==> src/rtl/acc_sequencer.sv <==
// Matrix-vector accelerator sequencer: streams a 4-vector and 4x4 matrix
// from memory on MVM, accumulates R[i] += M[i][j]*V[j]; DIC reads R back.
// Ports:
//   clk, rst                 clock and synchronous active-high reset
//   instr_valid, instr       decode-stage instruction (opcode = instr[15:11])
//   rs_data                  MVM base address
//   stall, busy, done        pipeline hold, sequence active, completion pulse
//   mem_req, mem_addr        data-memory read request and address
//   mem_rdata, mem_ack       read data and transfer acknowledge
//   dic_data                 selected result element for DIC write-back
module acc_sequencer (
  input  logic        clk,
  input  logic        rst,
  input  logic        instr_valid,
  input  logic [15:0] instr,
  input  logic [15:0] rs_data,
  output logic        stall,
  output logic        busy,
  output logic        done,
  output logic        mem_req,
  output logic [15:0] mem_addr,
  input  logic [15:0] mem_rdata,
  input  logic        mem_ack,
  output logic [15:0] dic_data
);

  localparam logic [4:0] OP_MVM = 5'b11111;
  localparam logic [4:0] OP_DIC = 5'b11110;

  typedef enum logic [1:0] {
    IDLE,
    LOAD_V,
    LOAD_M
  } state_t;

  state_t      state_q;
  state_t      state_d;
  logic [15:0] base_q;
  logic [4:0]  cnt_q;
  logic [15:0] v_q [4];
  logic [15:0] r_q [4];
  logic        rv_q;
  logic        done_q;

  logic        is_mvm;
  logic        is_dic;
  logic        accept;
  logic        last;
  logic        xfer;
  logic [3:0]  k;
  logic [15:0] prod;
  logic        unused_ok;

  assign is_mvm = instr_valid && (instr[15:11] == OP_MVM);
  assign is_dic = instr_valid && (instr[15:11] == OP_DIC);
  assign xfer   = mem_req && mem_ack;

  // Matrix element index; cnt 4..19 maps to k 0..15 modulo 16.
  assign k = cnt_q[3:0] - 4'd4;

  // Low half of a 16x16 product is identical for signed and unsigned.
  assign prod = mem_rdata * v_q[k[1:0]];

  always_ff @(posedge clk) begin
    if (rst) state_q <= IDLE;
    else     state_q <= state_d;
  end

  always_comb begin
    state_d  = state_q;
    busy     = 1'b0;
    mem_req  = 1'b0;
    mem_addr = '0;
    accept   = 1'b0;
    last     = 1'b0;
    unique case (state_q)
      IDLE: begin
        if (is_mvm) begin
          accept  = 1'b1;
          state_d = LOAD_V;
        end
      end
      LOAD_V: begin
        busy     = 1'b1;
        mem_req  = 1'b1;
        mem_addr = base_q + {11'b0, cnt_q};
        if (mem_ack && cnt_q == 5'd3) state_d = LOAD_M;
      end
      LOAD_M: begin
        busy     = 1'b1;
        mem_req  = 1'b1;
        mem_addr = base_q + {11'b0, cnt_q};
        if (mem_ack && cnt_q == 5'd19) begin
          last    = 1'b1;
          state_d = IDLE;
        end
      end
      default: state_d = IDLE;
    endcase
  end

  always_ff @(posedge clk) begin
    if (rst) begin
      base_q <= '0;
      cnt_q  <= '0;
      v_q    <= '{default: '0};
      r_q    <= '{default: '0};
      rv_q   <= 1'b0;
      done_q <= 1'b0;
    end else begin
      done_q <= last;
      if (accept) begin
        base_q <= rs_data;
        cnt_q  <= '0;
        r_q    <= '{default: '0};
        rv_q   <= 1'b0;
      end else if (xfer) begin
        cnt_q <= cnt_q + 5'd1;
        if (state_q == LOAD_V)
          v_q[cnt_q[1:0]] <= mem_rdata;
        else
          r_q[k[3:2]] <= r_q[k[3:2]] + prod;
        if (last) rv_q <= 1'b1;
      end
    end
  end

  assign done     = done_q;
  assign stall    = (is_mvm || is_dic) && busy;
  assign dic_data = (is_dic && !busy) ? r_q[instr[1:0]] : '0;

  // Only opcode and DIC index bits are decoded; results_valid is status only.
  assign unused_ok = ^{instr[10:2], rv_q};

endmodule

==> config.mk <==
export PLATFORM = sky130hd
export DESIGN_NAME = acc_sequencer
export DESIGN_NICKNAME = d
export VERILOG_FILES = /design/src/rtl/acc_sequencer.sv
export SDC_FILE = /design/constraint.sdc
export NUM_CORES = 1
export LEC_CHECK = 0
export CAP_MARGIN = 20
export CORE_MARGIN = 10
export CORE_UTILIZATION = 60
export DETAILED_ROUTE_END_ITERATION = 10
export PLACE_DENSITY = 0.82
export SLEW_MARGIN = 20
export SYNTH_ARGS = -nofsm -noshare
export SYNTH_HDL_FRONTEND = slang
export SYNTH_SLANG_ARGS = --single-unit
export TNS_END_PERCENT = 100
==> constraint.sdc <==
create_clock -name clk -period 16.3 [get_ports clk]
set_input_delay 3.26 -clock clk [delete_from_list [all_inputs] [get_ports clk]]
set_output_delay 3.26 -clock clk [all_outputs]
set_load 0.005 [all_outputs]
* After elaboration in Yosys (flattened, before gate mapping)
Cells that the tools add are included.
** Cells by class
- Add/sub/neg operators :: 4
- $mul :: 1
- Magnitude comparators :: 6
- Equality and inequality tests :: 9
- Multiplexer cells :: 25
- Bitwise logic cells :: 7
- Reduce and logical (&&, ||, !) cells :: 18
** Operators with widths (number)
- $mux 16 :: 10
- $bwmux 64 :: 2
- $bmux 16 s2 :: 3
- $demux 16 s2 :: 2
- $add 16x16->16 :: 1
- $add 16x5->16 :: 1
- $mul 16x16->16 :: 1
- $eq 5x5->1 const B :: 3
- $ge 3x3->1 const B :: 4
- $not 2->3 :: 4
- $logic_and 1x1->1 :: 9
- $lt 3x1->1 const B :: 2
- $mux 2 :: 3
- $ne 2x2->1 const B :: 3
- $pmux 2 s3 :: 1
- $reduce_and 3->1 :: 2
- $reduce_or 2->1 :: 3
- $add 5x1->5 const B :: 1
- $eq 5x2->1 const B :: 1
- $mux 1 :: 4
- $sub 4x3->4 const B :: 1
- $not 1->1 :: 3
- $eq 2x1->1 const B :: 1
- $eq 2x2->1 const B :: 1
- other kinds (4) :: 4
** Word-level totals
- Flip-flop bits (word level) :: 152
- Input bits :: 52
- Output and inout bits :: 36
- Logic and storage cells :: 82

* Longest topological paths before layout
- Depth after elaboration :: 8
- Depth in mapped cells :: 25
- Mapped depth without buffers :: 22

* Worst setup path after synthesis
Ideal clock, no wire load.
- Path kind :: input to register
- From :: input port mem_rdata[7]
- To :: register r_q[63] in the netlist's numbering
- Library setup time :: 0.070 ns
- Arrival :: 8.159 ns
- Data required time :: 16.230 ns
- Path slack :: 8.071 ns
- Stages :: 19
- Path buffers :: 1
- Cells stage by stage :: clkbuf_1 > nand2_1 > fa_1 > inv_1 > fa_1 > inv_1 > fa_1 > fa_1 > fa_1 > fa_1 > xnor2_1 > xnor2_1 > xnor2_1 > xnor2_1 > xnor2_1 > xnor3_1 > xnor2_2 > nand2_1 > a21oi_1
** Between the ends
- Longest elaborated chain between the ends :: 3
** Ends and longest elaborated chain
- from (decl) :: RTL line 22 : input logic [15:0] mem_rdata,
- $mul 16x16->16 :: RTL line 62 : assign prod = mem_rdata * v_q[k[1:0]];
- $add 16x16->16 :: RTL line 122 : r_q[k[3:2]] <= r_q[k[3:2]] + prod;
- $bwmux 64 :: RTL line 122
- to (signal, indexed assignment) :: RTL line 122
- to (decl) :: RTL line 41 : logic [15:0] r_q [4];
Every way passes these cells.
A chain may end at the register's enable or synchronous reset.

* Worst setup path in the final report
- From :: input port mem_rdata[5]
- To :: register r_q[47] in the netlist's numbering
The elaborated chain is that of the path after synthesis.

==> results.yml <==
run_status:
  status: "finished clean"
clock_network:
  insertion_delay_ns: 0.44
  hold_buffers: 0
  tritoncts: "done"
  cts_made_buffers: 17
  cts_root_buf: "clkbuf_16"
  cts-resized-gates: 0
  clockBufferDepth: 2
  clk_pin_slew_ns: 0.07
  cts.sinks: 152
  postCtsSetupRepairBufs: 0
  ctsHtreeMaxLevel: 4
run:
  drv_cap: 0
critical_path:
  cp-start-kind: "input port"
  worstSetupPathDepth: 19
  crit_end: "r_q[47]$_SDFFE_PP0P_"
  slowest_delay_ns: 0.95
  r2r-end: "r_q[47]$_SDFFE_PP0P_"
  cp.arrival_ns: 9.52
  required_ns: 16.66
  critPathKind: "input port to flop"
  crit_path_start: "mem_rdata[5]"
  worstPathCellList: "clkdlybuf4s50_1, nand2_1, fa_1, inv_1, fa_1, inv_1, fa_1, fa_1, fa_1, fa_1, xnor2_1, xnor2_1, xnor2_1, xnor2_1, xnor2_1, xnor3_1, xnor2_2, nand2_1, a21oi_1"
  cp_max_fo: 15
  critical_path.top_delay_family: "adder cells"
  setup.worst_path.end_class: "flop"
  crit_slowest_cell: "clkdlybuf4s50_1"
  rrSetupSlack_ns: 9.20
  reg2regPathDepth: 19
  critPathMostFrequentCell: "fa_1"
  timing.rr.start: "cnt_q[0]$_SDFFE_PP0P_"
  critical_path_buf_inv_count: 3
placed_design:
  io_buffers: 78
  placed_cells: 1611
  gp_congestion: 0.865
  dp_hpwl_um: 19800
sta:
  setup_viol: 0
  setup_tns_ns: 0
  period_minus_slack_ns: 9.16
  rsz0062_at_grt: "no"
  finalHoldViolations: 0
  fmax_mhz: 109
  finalCritPeriodShare_pct: 56.2
  worst_clock_skew_ns: 0.0108
  holdWs_ns: 0.455
  final_max_slew_viol_count: 0
  tightest_slew_ns: 0.910
  relSlewSlack_pct: 39.1
logic_synthesis:
  synthArstFlopShare_pct: 0
  ys_warn_count: 0
  synth_cell_types: 41
  syn_inst: 1353
  synth_top_area_share_pct: 26.4
  dominantRegCellSynth: "dfxtp_1"
  yosys.area.top_type: "dfxtp_1"
  synthTopCellsByArea: "dfxtp_1 (26%), fa_1 (16%), nand2_1 (13%)"
  syn_nets: 1569
  ys_ff_latch: 152
  syn-cell-area_um2: 11500
  synth_seq_area_share_pct: 26.4
  syn_area_per_cell_um2: 8.52
  synth_edf_count: 0
floorplanning:
  die_w_um: 159
  die_y_um: 159
  ioPinCount: 88
  rows: 50
  initial_core_util_pct: 61.2
  design.core.area_um2: 18800
  dieArea_um2: 25200
grt:
  gr-total-overflow: 0
  grt_max_degree: 85
  antenna_found_initial: 1
  grt_pass1_wl_um: 47200
  grt_pass1_vias: 9365
  grt.total_usage_pct: 23.5
route:
  wl_per_cell_um: 17.5
  vias: 9251
  via_per_inst: 5.63
  ant_nets: 0
  drtIter0Drc: 980
  drcViolationCount: 0
  firstDrtPassIters: 5
  routed_wl_um: 28700
finish:
  finish.utilization_pct: 68.8
  drive_gt1_share_pct: 7.01
  antenna_cells: 0
  nFillCells: 1461
  area_growth_pct: 12.4
  fin_nets: 1586
  stdcell_count: 1643
pwr:
  vdd_ir_drop_max_uv: 83.9
  cellLeakagePower_nw: 5.01
  p_per_area_nw_per_um2: 71.4
min_path:
  hold_path_class: "flop to flop"
-- synthesized netlist by cell type (5+ instances only) --
| cell type | count |
|---|---|
| o22ai_1 | 5 |
| nand2_1 | 387 |
| nand3_1 | 6 |
| clkbuf_1 | 73 |
| xor2_1 | 10 |
| inv_1 | 143 |
| buf_2 | 7 |
| ha_1 | 69 |
| mux4_2 | 48 |
| xnor2_1 | 39 |
| and2_1 | 65 |
| dfxtp_1 | 152 |
| nor2b_1 | 9 |
| nor2_1 | 17 |
| o21ai_1 | 5 |
| fa_1 | 95 |
| a21oi_1 | 148 |
| and3_1 | 20 |
-- worst min-delay path: stages, from the launching register on --
cell	delay [ns]
dfxtp_1	0.31
nand2_1	0.05
a21oi_1	0.05
-- per-layer routing --
metal  routed length [um]  global-route usage, %  vias to the layer above
met3                 2120                   4.99                       45
met4                  427                   6.31                        2
met1                12000                   30.8                     4507
li1                     -                      -                     4340
met2                14200                   38.6                      357
met5                   13                      0                        -
-- kinds of logic (layout without fill, tap and decap cells) --
logic type	Yosys count	in the layout	synth area share, %
AND/OR/NAND/NOR	522	522	19.5
buffers and inverters	230	260	7.76
AO/OA/AOI/OAI	181	181	8.33
adder cells (fa/ha/maj)	164	164	24.0
flip-flops	152	152	26.4
XOR/XNOR	54	54	4.48
multiplexers	50	50	9.55
-- registers in the layout, indices dropped and copies added (netlist names) --
signal   cells
r_q         64
state_q      2
cnt_q        5
base_q      16
done         1
v_q         64
-- power by group --
| group | switching (mW) | internal (mW) |
|---|---|---|
| Sequential | 0.00395 | 0.375 |
| Clock | 0.186 | 0.223 |
| Combinational | 0.0852 | 0.0525 |
-- placed cells by master (no fill, tap or decap), types with 3 or more instances in the layout --
cell / count
xor2_1: 10
dfxtp_1: 152
ha_1: 69
o21bai_1: 3
nand4_1: 4
nand2b_1: 3
or3_1: 3
fa_1: 95
inv_8: 4
nand2_2: 3
a21boi_1: 3
and2_1: 65
inv_1: 143
clkbuf_16: 17
xnor2_1: 39
buf_4: 7
o21ai_0: 4
o21ai_1: 5
nor2_1: 16
mux4_2: 48
clkinv_8: 6
a21oi_1: 148
a211oi_1: 4
o22ai_1: 5
a21o_1: 4
and3_1: 20
nor2b_1: 9
clkdlybuf4s50_1: 77
nand3_1: 6
nand2_1: 387
nor3b_1: 3
-- final cells by class --
cell class	instances	area (um^2)	share of cell area (%)
tap	260	325	2.51
multi-input combinational	971	7600	58.6
timing repair buffer	85	828	6.39
clock buffer	17	425	3.28
inverter	143	537	4.14
sequential	152	3040	23.5
clock inverter	15	206	1.59
-- metrics by stage --
stage	setup WS (ns)	cell area, um^2	total power [mW]
finish	7.14	13000	0.926
global route	6.86	13000	0.958
CTS	7.21	13000	0.927
detailed placement	6.84	12300	0.523
global placement	6.96	12300	0.520
floorplan	8.07	11500	0.481
-- how the worst min path moves through the flow --
stage	to	depth (start not counted)	slack, ns	from
CTS	v_q[16]$_SDFFE_PP0P_	2	0.46	v_q[16]$_SDFFE_PP0P_
finish	v_q[54]$_SDFFE_PP0P_	2	0.46	v_q[54]$_SDFFE_PP0P_
global route	v_q[1]$_SDFFE_PP0P_	2	0.47	v_q[1]$_SDFFE_PP0P_
floorplan	v_q[16]$_SDFFE_PP0P_	2	0.43	v_q[16]$_SDFFE_PP0P_
global placement	v_q[44]$_SDFFE_PP0P_	2	0.44	v_q[44]$_SDFFE_PP0P_
detailed placement	v_q[27]$_SDFFE_PP0P_	2	0.45	v_q[27]$_SDFFE_PP0P_
Note: power is estimated with default switching activity, not from simulation.
